--- src/rtl/alarm_ctrl.sv ---
// alarm_ctrl: sequencing controller for the alarm register/compare block.
// Edits the four mm:ss alarm digits from one-pulse buttons, commits them with
// a one-cycle load strobe, arms/disarms the alarm and runs the ringing
// sequence (acknowledge, timeout and optional snooze).
// Optional feature macro: ALARM_SNOOZE_EN (compiles in the SNOOZE state and
// the btn_inc snooze path while ringing; SNOOZE_SEC is otherwise unused).
// All buttons are single-cycle pulses; there is no handshake, and a pulse in
// cycle N is reflected on the registered outputs in cycle N+1.
module alarm_ctrl #(
  parameter int RING_TIMEOUT  = 30,
  parameter int SNOOZE_SEC    = 60,
  parameter int BCD_BIT_WIDTH = 4
) (
  input  logic                     clk,
  input  logic                     rst_n,
  input  logic                     tick_1hz,
  input  logic                     btn_set,
  input  logic                     btn_inc,
  input  logic                     btn_ack,
  input  logic                     btn_arm,
  input  logic                     match,
  output logic                     load_value_enable,
  output logic [BCD_BIT_WIDTH-1:0] load_value_min1,
  output logic [BCD_BIT_WIDTH-1:0] load_value_min0,
  output logic [BCD_BIT_WIDTH-1:0] load_value_sec1,
  output logic [BCD_BIT_WIDTH-1:0] load_value_sec0,
  output logic                     alarm_enable,
  output logic                     ring,
  output logic [3:0]               edit_digit
);

  typedef logic [BCD_BIT_WIDTH-1:0] bcd_t;

  typedef enum logic [2:0] {
    IDLE, EDIT_M1, EDIT_M0, EDIT_S1, EDIT_S0, LOAD, RING
`ifdef ALARM_SNOOZE_EN
    , SNOOZE
`endif
  } state_t;

  localparam logic [7:0] RING_LIM = 8'(RING_TIMEOUT);
`ifdef ALARM_SNOOZE_EN
  localparam logic [7:0] SNOOZE_LIM = 8'(SNOOZE_SEC);
`endif

  // Elaboration-time guard on the legal parameter ranges.
  if (RING_TIMEOUT < 1 || RING_TIMEOUT > 255) begin : g_bad_ring_timeout
    $error("alarm_ctrl: RING_TIMEOUT must be 1..255");
  end
  if (SNOOZE_SEC < 1 || SNOOZE_SEC > 255) begin : g_bad_snooze_sec
    $error("alarm_ctrl: SNOOZE_SEC must be 1..255");
  end

  state_t     state, state_n;
  logic [7:0] cnt, cnt_n;
  logic [7:0] cnt_inc;
  bcd_t       m1_n, m0_n, s1_n, s0_n;
  logic       arm_n;
  logic       match_q;
  logic       match_rise;

  // Digit increment with wrap; anything at or above the top value wraps to 0.
  function automatic bcd_t bump(input bcd_t d, input bcd_t top);
    return (d >= top) ? bcd_t'(0) : bcd_t'(d + bcd_t'(1));
  endfunction

  assign cnt_inc    = cnt + 8'd1;
  assign match_rise = match & ~match_q;

  // Next-state, counter, edit buffer and arm flag; ack > set > inc.
  always_comb begin
    state_n = state;
    cnt_n   = cnt;
    m1_n    = load_value_min1;
    m0_n    = load_value_min0;
    s1_n    = load_value_sec1;
    s0_n    = load_value_sec0;
    arm_n   = alarm_enable;
    case (state)
      IDLE: begin
        if (btn_arm) arm_n = ~alarm_enable;
        // A match edge only counts here; edges seen in other states are lost.
        if (match_rise && alarm_enable) begin
          state_n = RING;
          cnt_n   = 8'd0;
        end else if (btn_set) begin
          state_n = EDIT_M1;
        end
      end
      EDIT_M1: begin
        if (btn_ack)      state_n = IDLE;
        else if (btn_set) state_n = EDIT_M0;
        else if (btn_inc) m1_n = bump(load_value_min1, bcd_t'(5));
      end
      EDIT_M0: begin
        if (btn_ack)      state_n = IDLE;
        else if (btn_set) state_n = EDIT_S1;
        else if (btn_inc) m0_n = bump(load_value_min0, bcd_t'(9));
      end
      EDIT_S1: begin
        if (btn_ack)      state_n = IDLE;
        else if (btn_set) state_n = EDIT_S0;
        else if (btn_inc) s1_n = bump(load_value_sec1, bcd_t'(5));
      end
      EDIT_S0: begin
        if (btn_ack)      state_n = IDLE;
        else if (btn_set) state_n = LOAD;
        else if (btn_inc) s0_n = bump(load_value_sec0, bcd_t'(9));
      end
      LOAD: state_n = IDLE;
      RING: begin
        if (btn_ack) begin
          state_n = IDLE;
`ifdef ALARM_SNOOZE_EN
        end else if (btn_inc) begin
          state_n = SNOOZE;
          cnt_n   = 8'd0;
`endif
        end else if (tick_1hz) begin
          cnt_n = cnt_inc;
          if (cnt_inc == RING_LIM) state_n = IDLE;
        end
      end
`ifdef ALARM_SNOOZE_EN
      SNOOZE: begin
        if (btn_ack) begin
          state_n = IDLE;
        end else if (tick_1hz) begin
          if (cnt_inc == SNOOZE_LIM) begin
            state_n = RING;
            cnt_n   = 8'd0;
          end else begin
            cnt_n = cnt_inc;
          end
        end
      end
`endif
      default: state_n = IDLE;
    endcase
  end

  // State, counter, buffer, arm flag and match history registers.
  always_ff @(posedge clk or negedge rst_n) begin
    if (!rst_n) begin
      state           <= IDLE;
      cnt             <= 8'd0;
      match_q         <= 1'b0;
      alarm_enable    <= 1'b0;
      load_value_min1 <= '0;
      load_value_min0 <= '0;
      load_value_sec1 <= '0;
      load_value_sec0 <= '0;
    end else begin
      state           <= state_n;
      cnt             <= cnt_n;
      match_q         <= match;
      alarm_enable    <= arm_n;
      load_value_min1 <= m1_n;
      load_value_min0 <= m0_n;
      load_value_sec1 <= s1_n;
      load_value_sec0 <= s0_n;
    end
  end

  assign load_value_enable = (state == LOAD);
  assign ring              = (state == RING);

  // One-hot edit cursor decoded from the registered state.
  always_comb begin
    edit_digit = 4'b0000;
    case (state)
      EDIT_M1: edit_digit = 4'b1000;
      EDIT_M0: edit_digit = 4'b0100;
      EDIT_S1: edit_digit = 4'b0010;
      EDIT_S0: edit_digit = 4'b0001;
      default: edit_digit = 4'b0000;
    endcase
  end

endmodule

--- config.mk ---
export PLATFORM = sky130hd
export DESIGN_NAME = alarm_ctrl
export DESIGN_NICKNAME = d
export VERILOG_FILES = /design/src/rtl/alarm_ctrl.sv
export SDC_FILE = /design/constraint.sdc
export NUM_CORES = 1
export LEC_CHECK = 0
export CAP_MARGIN = 20
export CELL_PAD_IN_SITES_DETAIL_PLACEMENT = 0
export CELL_PAD_IN_SITES_GLOBAL_PLACEMENT = 1
export CORE_MARGIN = 3
export CORE_UTILIZATION = 40
export CTS_CLUSTER_DIAMETER = 30
export DETAILED_ROUTE_END_ITERATION = 12
export MAX_ROUTING_LAYER = met4
export PLACE_DENSITY_LB_ADDON = 0.1
export SLEW_MARGIN = 10
export SYNTH_ARGS = -nofsm -noshare
export SYNTH_HDL_FRONTEND = slang
export SYNTH_SLANG_ARGS = --single-unit
export TNS_END_PERCENT = 50
--- constraint.sdc ---
create_clock -name clk -period 2.35 [get_ports clk]
set_clock_uncertainty 0.15 [all_clocks]
set_input_delay 0.47 -clock clk [delete_from_list [all_inputs] [get_ports clk]]
set_output_delay 0.47 -clock clk [all_outputs]
set_load 0.01 [all_outputs]
## Yosys cells after proc, flatten, opt, wreduce, memory -nomap -nowiden

Index checks and enable logic that the tools add are counted.

- Magnitude comparators: 4
- Add/subtract/negate cells: 5
- Bitwise operators: 5
- Muxes and demuxes: 23
- Equality and inequality tests: 17
- Reduce and logical (&&, ||, !) cells: 10

Operators with widths:

| operator | number |
|---|---|
| 2-to-1 mux 3 bit | 13 |
| 2-to-1 mux 8 bit | 3 |
| AND reduction 4 bit | 5 |
| inequality test 3 bit, second input constant | 6 |
| case mux 3 bit (6 select lines) | 1 |
| adder 4 x 1 -> 4 bit, second input constant | 4 |
| 2-to-1 mux 4 bit | 4 |
| case mux 4 bit (4 select lines) | 1 |
| case mux 8 bit (2 select lines) | 1 |
| equality test 3 bit, second input constant | 3 |
| adder 8 x 1 -> 8 bit, second input constant | 1 |
| equality test 8 x 5 -> 1 bit, second input constant | 1 |
| greater-or-equal comparator 4 x 3 -> 1 bit, second input constant | 2 |
| greater-or-equal comparator 4 bit, second input constant | 2 |
| AND reduction 7 bit | 1 |
| equality test 3 x 2 -> 1 bit, second input constant | 2 |
| inequality test 2 bit, second input constant | 3 |
| inverter 1 bit | 4 |
| equality test 3 x 1 -> 1 bit, second input constant | 1 |
| zero test 3 bit | 1 |
| inequality test 3 x 2 -> 1 bit, second input constant | 1 |
| AND reduction 2 bit | 1 |
| nonzero test 2 bit | 1 |
| bitwise AND 1 bit | 1 |
| logical AND 1 bit | 1 |

- Flip-flop bits (word level): 29
- Word-level logic and storage cells: 72
- Output and inout bits: 23
- Bits of input ports: 8

## Logic depth before layout (Yosys ltp)

Gate-level depths: netlist (run 1).

- Word-level depth: 6
- Gate-level depth with buffers: 6
- Mapped depth without buffers: 6

## Least setup slack after synthesis (run 1)

OpenSTA, ideal clock, no wires.

- Path kind: register to register
- Start point: reg state[2]
- End point: reg load_value_min1[2]
- Path buffers: 1
- Period minus slack after synthesis: 1.922 ns
- Library setup time: 0.079 ns
- Data arrival time: 1.693 ns
- Setup slack: 0.428 ns
- Cell stages (with the launch flop): 6
- Data required time: 2.121 ns
- Cells stage by stage: dfrtp_1 -> buf_6 -> or4b_4 -> a2111oi_4 -> a21oi_2 -> mux2i_1

- Cells in the longest elaborated chain, start to end: 2

Ends and longest elaborated chain:

| what | line | text |
|---|---|---|
| start, declared | 54 | `state_t state, state_n;` |
| start signal, assigned | 154 | `state <= state_n;` |
| equality test 3 x 1 -> 1 bit | 79 | `case (state)` |
| AND reduction 4 bit (no source line) | - |  |
| end signal, assigned | 158 | `load_value_min1 <= m1_n;` |
| end, declared | 23 | `output logic [BCD_BIT_WIDTH-1:0] load_value_min1,` |

No other way between the ends.
A chain may end at the register's enable or synchronous reset.

## Final worst setup path (run 1)

- Start point: reg state[1]
- End point: out load_value_enable

- Cells in the longest elaborated chain, start to end: 1

Ends and longest elaborated chain:

| what | line | text |
|---|---|---|
| equality test 3 bit | 165 | `assign load_value_enable = (state == LOAD);` |
| end, declared | 22 | `output logic load_value_enable,` |

No other way between the ends.

==> results of run 1 <==
[logic make-up after synthesis]
logic type,synth area share
buf+inv,0.0526
compound gates,0.171
flops,0.407
fa+ha+maj,0.0982
simple gates,0.202
xor+xnor,0.0344
mux,0.0351
[through the flow]
step / setup WS (ns) / TNS (ns) / hold WS (ns) / power, uW
after floorplan: 0.428 / 0 / 0.0244 / 1510
after global placement: -0.0599 / -0.236 / 0.330 / 1980
after detailed placement: -0.102 / -0.614 / 0.332 / 2020
after CTS: 0.0522 / 0 / 0.341 / 2650
after global routing: 0.0162 / 0 / 0.377 / 2820
final: 0.111 / 0 / 0.339 / 2630
[cells in the final DEF (no fill, tap or decap), types with 2 or more instances in the layout]
master / count
a2111oi_4: 2
a21oi_1: 6
a22o_1: 4
a31oi_1: 2
a41oi_1: 4
and3_1: 6
buf_4: 15
bufinv_16: 2
clkbuf_8: 5
clkdlybuf4s50_1: 29
dfrtp_1: 29
ha_1: 14
inv_1: 16
mux2i_1: 4
nand2_1: 10
nand2b_1: 5
nand3_1: 10
nand4_1: 3
nor2_1: 15
nor2b_1: 4
nor3_1: 4
nor3b_1: 2
o21ai_0: 4
o22ai_1: 2
xnor2_1: 6
[final timing paths]
check / from / endpoint / slack (ns) / cells after the start
hold / removal: cnt[7] / cnt[7] / 0.34 / 1
setup / recovery: state[1] / load_value_enable / 0.11 / 3
min in group asynchronous: rst_n / load_value_min0[2] / 0.42 / 2
hold reg to reg: cnt[7] / cnt[7] / 0.34 / 1
setup reg to reg: state[2] / load_value_min1[3] / 0.38 / 4
max in group asynchronous: rst_n / load_value_min1[2] / 1.33 / 2
[sequential cells by signal, summed over array words and instances, names as in the netlist]
signal and cells:
load_value_sec0 4, load_value_min1 4, match_q 1, load_value_min0 4, state 3, alarm_enable 1
cnt 8, load_value_sec1 4
[where the power goes]
part	switching [uW]	leakage (uW)	internal (uW)
sequential	206	0.000373	660
clock	200	0.0000681	421
combinational	538	0.000618	604
total	945	0.00106	1680
[cells in the mapped netlist, drive strengths merged, types with 5 or more instances]
cell	number	share of area
dfrtp	29	0.41
nor2	15	0.032
clkbuf	6	0.013
o21ai	5	0.014
xnor2	6	0.029
and3	6	0.021
inv	16	0.034
ha	14	0.098
nand2	10	0.021
nand2b	6	0.021
nand3	10	0.028
a21oi	7	0.022
[layer usage]
| layer | up-vias | part of all wire |
|---|---|---|
| met2 | 22 | 0.46 |
| met1 | 692 | 0.49 |
| met4 | 0 | 0.0049 |
| li1 | 737 | - |
| met3 | 2 | 0.039 |
| met5 | - | 0 |
[final cells by class]
class | count | area share
Inverter | 16 | 0.0254
Clock inverter | 3 | 0.0275
Timing Repair Buffer | 45 | 0.176
Sequential cell | 29 | 0.307
Clock buffer | 5 | 0.0291
Tap cell | 50 | 0.0265
Multi-Input combinational cell | 131 | 0.409
[timing repair]
action | CTS | global route
endpoints found under the setup margin | 0 | 3
endpoints found under the hold margin | 0 | 0
resized for setup | 0 | 2
hold buffers | 0 | 0
==> metrics.md, run 1 <==
| Metric | Value |
|---|---|
| Fmax | `approximately 450 MHz` |
| Non-Filler Cell Area, Final | `between 2000 and 2500 um2` |
| HP Class | `reg2reg` |
| Number of global-route vias before repair | `1,421` |
| Register area | `726 um2` |
| Met2 usage in global routing | `0.244` |
| Max VDD drop | `roughly 540 uV` |
| Area post-placement | `2220 um2` |
| Post-route minimum period | `around 2.2 ns` |
| Multi-input gate area | `966 um2` |
| Syn Area/Cell | `between 9 and 10 um2` |
| I/O pins | `31` |
| Diodes inserted | `0` |
| GP Congestion | `0.830` |
| Initial antenna violation count | `0` |
| Post-synth cell types | `46` |
| Max clock buf depth | `2` |
| CTS tree | `yes` |
| Drt pass-1 iters | `4` |
| Die Ht | `72.8 um` |
| Core Util, Final | `0.570` |
| Cells after DPL | `between 200 and 300` |
| Starting DRC count in detailed routing | `85` |
| EDFF count, synth | `0` |
| Power Density | `between 1000 and 1500 nW/um2` |
| DRC Markers | `0` |
| Share of flip-flops with an asynchronous set or reset | `1.00` |
| Crit Path Category | `reg2out` |
| TritonCTS Buffers | `5` |
| H-tree depth | `2` |
| Die width | `72.8 um` |
| Synthesis-stage register bit count | `29` |
| Pin count of the biggest net entering global routing | `30` |
| Unrepaired setup endpoints after global routing | `false` |
| Ratio of cells with drive above 1 in the final layout | `0.140` |
| Postcts setup bufs | `0` |
| Layout Cells excl Fill | `between 200 and 300` |
| LEAKAGE | `0.00106 uW` |
| Type of origin of the critical path | `flip-flop` |
| Fin crit share | `0.953` |
| Final max-slew violation count | `0` |
| Worst-Margin Slew | `0.508 ns` |
| Max-cap viol count | `0` |
| Global route total overflow | `0` |
| # nets final | `250` |
| Avg Vias per Cell | `5.21` |
| # port buffers | `30` |
| WL final | `3.89 mm` |
| Die ar. | `between 5000 and 6000 um2` |
| Synth Flop Type | `dfrtp_1` |
| Required time of the worst setup path | `1.73 ns` |
| WP buf/inv | `1` |
| Core footprint | `4140 um2` |
| Register area share after synthesis | `0.407` |
| Clk_lat worst skew | `0.28 ns` |
| Critical path data arrival time | `1.62 ns` |
| # rows | `23` |
| Root buf cell | `clkbuf_8` |
| Slowest cell on crit path | `clkdlybuf4s50_1` |
| Area Growth Syn to Fin | `32.6%` |
| Post-DRT Antenna Nets | `0` |
| CTS Sinks | `29` |
| GRT Util Overall | `0.161` |
| Max incr delay on CP | `0.54 ns` |
| Worst setup EP type | `output pin` |
| Avg WL per Cell | `13.9 um` |
| Final setup viols | `0` |
| Initial Utilization | `0.430` |
| Met1 Use GR | `0.209` |
| Global-route wire length before repair | `6.41 mm` |
| CP max FO | `5` |
| Status | `complete, no violations` |
| Detailed placement HPWL | `2.87 mm` |
| Ys Warns | `0` |
| Post-synthesis cell area | `about 1800 um2` |
| Syn nets | `205` |
| Relative slew slack | `0.653` |
| FILL cells | `approximately 360` |
| GR Util met3 | `0.0496` |
| Mapped Cells | `roughly 180` |
| Final hold violation count | `0` |
| Delay-heaviest family, CP | `buffers and inverters` |
| CP Cell Sequence | `nand2b_2 > nor2_1 > clkdlybuf4s50_1` |
| Clk slew on worst S/H paths | `0.07 ns` |
| Via count | `1,453` |
| Gr busiest metal | `met2` |
Note: power is estimated with default switching activity, not from simulation.
==> inputs of run 2 (changes only) <==
--- a/config.mk
+++ b/config.mk
@@ -8,7 +8,8 @@
 export CAP_MARGIN = 20
 export CELL_PAD_IN_SITES_DETAIL_PLACEMENT = 0
 export CELL_PAD_IN_SITES_GLOBAL_PLACEMENT = 1
-export CORE_MARGIN = 3
+export CORE_ASPECT_RATIO = 1.75
+export CORE_MARGIN = 10
 export CORE_UTILIZATION = 40
 export CTS_CLUSTER_DIAMETER = 30
 export DETAILED_ROUTE_END_ITERATION = 12
==> run 2 against run 1 <==
  * Non-clock buffer count increased by 3
  * Utilization decreased by 3.2 points
  * Fmax decreased by 0.76%
  * Routed wire length increased by 5.3%
  * Sequential power increased by 0.5%
  * Final area decreased by 0.53%
  * Critical path type unchanged
==> metrics.md, run 2 (same netlist as run 1, synthesis figures left out) <==
| Metric | Value |
|---|---|
| Met2 wire len | `2.22 mm` |
| Global route total overflow | `0` |
| Final hold violation count | `0` |
| Initial Utilization | `0.409` |
| LEAKAGE | `0.00104 uW` |
| Number of global-route vias before repair | `around 1,600` |
| Avg WL per Cell | `between 10 and 15 um` |
| Non-Filler Cell Area, Final | `2350 um2` |
| GRT Util Overall | `0.117` |
| Max incr delay on CP | `0.55 ns` |
| Cells after DPL | `273` |
| Commonest non-fill, non-tap cells in the layout | `clkdlybuf4s50_1, dfrtp_1, buf_4, inv_1, nor2_1` |
| # rows | `32` |
| Ratio of cells with drive above 1 in the final layout | `0.155` |
| Critical path data arrival time | `1.64 ns` |
| Unrepaired setup endpoints after global routing | `false` |
| Layout Cells excl Fill | `283` |
| Slowest cell on crit path | `clkdlybuf4s50_1` |
| DR top layer | `met4` |
| Core footprint | `4360 um2` |
| Area post-placement | `2230 um2` |
| Initial antenna violation count | `0` |
| Type of origin of the critical path | `flip-flop` |
| Required time of the worst setup path | `1.73 ns` |
| Reg with most FFs | `cnt` |
| Worst-Margin Slew | `0.418 ns` |
| Clk slew on worst S/H paths | `~0.060 ns` |
| Total power | `between 2000 and 2500 uW` |
| Detailed placement HPWL | `~3.3 mm` |
| Delay-heaviest family, CP | `buffers and inverters` |
| Post-route minimum period | `2.26 ns` |
| CP Cell Sequence | `nand2b_1 > nor2_1 > clkdlybuf4s50_1` |
| I/O pins | `31` |
| Pin count of the biggest net entering global routing | `30` |
| WP buf/inv | `1` |
| Status | `complete, no violations` |
| Metal3 WL | `233 um` |
| Avg Vias per Cell | `5.32` |
| Wl on met1 | `1.57 mm` |
| Final setup viols | `0` |
| Max VDD drop | `535 uV` |
| CP max FO | `6` |
| Crit Path Category | `reg2out` |
| Drt pass-1 iters | `4` |
| Fmax | `443 MHz` |
| Starting DRC count in detailed routing | `45` |
| Clk_lat worst skew | `0.28 ns` |
| Post-DRT Antenna Nets | `0` |
| WL final | `4.09 mm` |
| Max-cap viol count | `0` |
| DRC Markers | `0` |
| CTS tree | `yes` |
| # port buffers | `30` |
| GP Congestion | `between 0.8 and 0.9` |
| Die ar. | `7630 um2` |
| Die width | `70.5 um` |
| Post-route setup TNS | `0 ns` |
| Power Density | `1050 nW/um2` |
| Diodes inserted | `0` |
| Final max-slew violation count | `0` |
| H-tree depth | `2` |
| HP Class | `reg2reg` |
| Max clock buf depth | `2` |
| Fin crit share | `0.960` |
| Max reg flops | `8` |
| Area Growth Syn to Fin | `31.9%` |
| TritonCTS Buffers | `5` |
| # nets final | `around 250` |
| Relative slew slack | `0.721` |
| CTS Sinks | `29` |
| Via count | `about 1,500` |
| Commonest non-fill, non-tap cell in the layout | `clkdlybuf4s50_1` |
| Root buf cell | `clkbuf_8` |
| Worst setup EP type | `output pin` |
| Global-route wire length before repair | `7.22 mm` |
| CTS Hold Bufs | `0` |
| Die Ht | `approximately 110 um` |
-- run 2: cell types whose count changed in the layout (fill, tap and decap cells not counted), sizes merged --
cell           previous run  this run
dlymetal6s2s              1         0
buf                      15        18
clkbuf                    5         7
clkdlybuf4s50            29        30
bufinv                    2         0
-- run 2: through the flow --
stage	utilization	hold slack [ns]	setup WS (ns)
CTS	0.535	0.345	0.0595
finish	0.539	0.343	0.0939
global placement	0.512	0.323	-0.0580
global route	0.539	0.380	0.0213
detailed placement	0.512	0.336	-0.0980
floorplan	-	0.0244	0.428
-- run 2: path summary, 6_finish.rpt --
path | from | endpoint | slack [ns] | depth (start not counted)
worst max-delay path | state[1] | load_value_enable | 0.09 | 3
min in group asynchronous | rst_n | load_value_sec1[3] | 0.43 | 2
worst max register to register | state[2] | load_value_min1[2] | 0.35 | 4
worst min register to register | cnt[7] | cnt[7] | 0.34 | 1
max in group asynchronous | rst_n | state[0] | 1.32 | 2
worst min-delay path | cnt[7] | cnt[7] | 0.34 | 1
-- run 2: worst reg2reg max path, stage by stage (launching register included) --
cell and delay [ns]:
dfrtp_1 0.44, or4b_4 0.62, a2111oi_4 0.48, a21oi_2 0.11, mux2i_1 0.13
-- run 2: what timing repair did --
action,in CTS,in global routing
endpoints found under the setup margin,3,4
pin swaps,0,0
endpoints found under the hold margin,0,0
buffers inserted,0,2
resized for setup,1,1
-- run 2: power by group --
part / internal, uW / leakage, uW / switching (uW) / total [uW]
logic: 618 / 0.000618 / 538 / 1160
registers: 662 / 0.000372 / 208 / 870
clock network: 264 / 0.0000542 / 182 / 446
total: 1540 / 0.00104 / 928 / 2470
-- run 2: area by class of cell --
| class | count | area (um2) |
|---|---|---|
| Multi-Input combinational cell | 131 | 963 |
| Sequential cell | 29 | 727 |
| Tap cell | 51 | 63.8 |
| Clock buffer | 7 | 96.3 |
| Inverter | 16 | 60.1 |
| Timing Repair Buffer | 48 | 435 |
| Fill cell | 434 | 2010 |
| Clock inverter | 1 | 5.00 |
-- run 2: per-layer routing --
layer,vias up,GRT usage
met5,-,-
met1,726,0.116
li1,738,-
met2,35,0.206
met4,0,0.0538
met3,7,0.0349
==> inputs of run 3 (changes only) <==
--- a/config.mk
+++ b/config.mk
@@ -9,7 +9,6 @@
 export CELL_PAD_IN_SITES_DETAIL_PLACEMENT = 0
 export CELL_PAD_IN_SITES_GLOBAL_PLACEMENT = 1
 export CORE_ASPECT_RATIO = 1.75
-export CORE_MARGIN = 10
 export CORE_UTILIZATION = 40
 export CTS_CLUSTER_DIAMETER = 30
 export DETAILED_ROUTE_END_ITERATION = 12
==> run 3 against run 2 <==
  * Sequential cell count did not move
  * Final area down 1.5%
  * Register-to-register slack is essentially flat
  * Setup slack improved by 0.013 ns
  * Power shrank 2.4%
  * Utilization up 1.4 points
  * Non-clock buffer count fell by 2
  * Fmax increased by 0.57%
  * Sequential share of layout area rose by 0.48 points
  * Largest cell class unchanged
==> metrics.md, run 3 (same netlist as run 1, synthesis figures left out) <==
| Metric | Value |
|---|---|
| Worst setup EP type | `output pin` |
| CTS Hold Bufs | `0` |
| # port buffers | `30` |
| Commonest non-fill, non-tap cells in the layout | `clkdlybuf4s50_1, dfrtp_1, inv_1, buf_4, nor2_1` |
| GP Congestion | `between 0.7 and 0.8` |
| Die Ht | `90.3 um` |
| Initial antenna violation count | `0` |
| CTS tree | `yes` |
| HP Class | `reg2reg` |
| I/O pins | `31` |
| Drt pass-1 iters | `4` |
| Pin count of the biggest net entering global routing | `30` |
| FILL cells | `392` |
| CP max FO | `12` |
| DRC Markers | `0` |
| Unrepaired setup endpoints after global routing | `false` |
| Critical path data arrival time | `1.62 ns` |
| Setup slack after layout | `between 0.1 and 0.15 ns` |
| Root buf cell | `clkbuf_8` |
| Hold Crit Start | `cnt[7]` |
| # nets final | `251` |
| GRT Util Overall | `0.185` |
| Area Growth Syn to Fin | `29.8%` |
| Total power | `approximately 2400 uW` |
| Met1 Use GR | `0.185` |
| Starting DRC count in detailed routing | `42` |
| FF-to-FF End | `load_value_min1[2]` |
| Die width | `52.5 um` |
| Relative slew slack | `0.730` |
| Hold Path Stages | `1` |
| Crit Path Category | `reg2out` |
| LEAKAGE | `between 0.001 and 0.0015 uW` |
| Final setup viols | `0` |
| Max-cap viol count | `0` |
| Power Density | `1040 nW/um2` |
| CTS Sinks | `29` |
| FF-to-FF Start | `state[2]` |
| Clk slew on worst S/H paths | `around 0.060 ns` |
| Hold Path End | `cnt[7]` |
| Ratio of cells with drive above 1 in the final layout | `0.139` |
| Max VDD drop | `523 uV` |
| R2R cell count | `4` |
| TritonCTS Buffers | `5` |
| Status | `complete, no violations` |
| Reg with most FFs | `cnt` |
| # rows | `31` |
| Avg Vias per Cell | `5.48` |
| Number of global-route vias before repair | `1,554` |
| Worst slack, placed | `-0.138 ns` |
| Type of origin of the critical path | `flip-flop` |
| Core Util, Final | `0.553` |
| H-tree depth | `2` |
| Global route total overflow | `0` |
| Avg WL per Cell | `14.1 um` |
| Commonest non-fill, non-tap cell in the layout | `clkdlybuf4s50_1` |
| Final max-slew violation count | `0` |
| Detailed placement HPWL | `3.01 mm` |
| R2R setup slack | `roughly 0.35 ns` |
| Core footprint | `4190 um2` |
| Max reg flops | `8` |
| Post-route minimum period | `around 2.2 ns` |
| Max clock buf depth | `2` |
| Global-route wire length before repair | `about 6.5 mm` |
| Via count | `1,530` |
| Met2 usage in global routing | `0.336` |
| Fmax | `446 MHz` |
| Required time of the worst setup path | `1.73 ns` |
| Final hold violation count | `0` |
| Diodes inserted | `0` |
| Die ar. | `4740 um2` |
| WL final | `3.94 mm` |
| Post-DRT Antenna Nets | `0` |
| Clk_lat worst skew | `about 0.28 ns` |
| Fin crit share | `0.955` |
| GR Util met3 | `0.0354` |
| Gr busiest metal | `met2` |
| Worst-Margin Slew | `0.394 ns` |
| Initial Utilization | `0.426` |
run 3: cell types whose count changed in the layout (fill, tap and decap cells not counted), sizes merged:
cell | before | now
clkinv | 1 | 2
buf | 18 | 16
clkbuf | 7 | 6
run 3: worst max-delay path: stages (launching register included):
cell	delay, ns
dfrtp_1	0.40
buf_4	0.18
nor3_1	0.19
clkdlybuf4s50_1	0.56
run 3: area by class of cell:
class | count | area (um2) | share of cell area
clock inverters | 2 | 10.0 | 0.00432
multi-input cells | 131 | 963 | 0.416
repair buffers | 46 | 420 | 0.182
well taps | 49 | 61.3 | 0.0265
inverters | 16 | 60.1 | 0.0259
flip-flops and latches | 29 | 727 | 0.314
clock buffers | 6 | 72.6 | 0.0314
run 3: how the worst max path moves through the flow:
stage              from            endpoint  cells past startpoint
6_report       state[1]       edit_digit[0]                      3
3_3_place_gp    btn_ack  load_value_min1[2]                      5
2_1_floorplan  state[2]  load_value_min1[2]                      5
5_1_grt        state[1]       edit_digit[0]                      3
4_1_cts        state[2]       edit_digit[0]                      3
3_5_place_dp    btn_ack  load_value_min1[2]                      5
run 3: stage by stage:
step / area (um2) / std cells / setup TNS, ns / hold slack [ns]
3_5_place_dp: 2230 / 271 / -0.800 / 0.339
4_1_cts: 2310 / 279 / 0 / 0.348
6_report: 2310 / 279 / 0 / 0.352
3_3_place_gp: 2230 / 271 / -0.416 / 0.329
2_1_floorplan: 1780 / 183 / 0 / 0.0244
5_1_grt: 2310 / 279 / 0 / 0.390
run 3: power by group:
group          switching, uW  internal (uW)
Combinational            538            611
Clock                    187            205
Sequential               209            662
Total                    934           1480
run 3: timing repair:
item                                    in CTS  in global routing
setup buffers                                0                  0
resized for setup                            0                  1
endpoints found under the setup margin       0                  1
run 3: per-layer routing:
layer,part of all wire,wire length (um),vias to the layer above
met5,0,0,-
met4,0.014,57,0
met3,0.034,133,6
met2,0.56,2190,32
met1,0.40,1560,750
li1,-,-,742
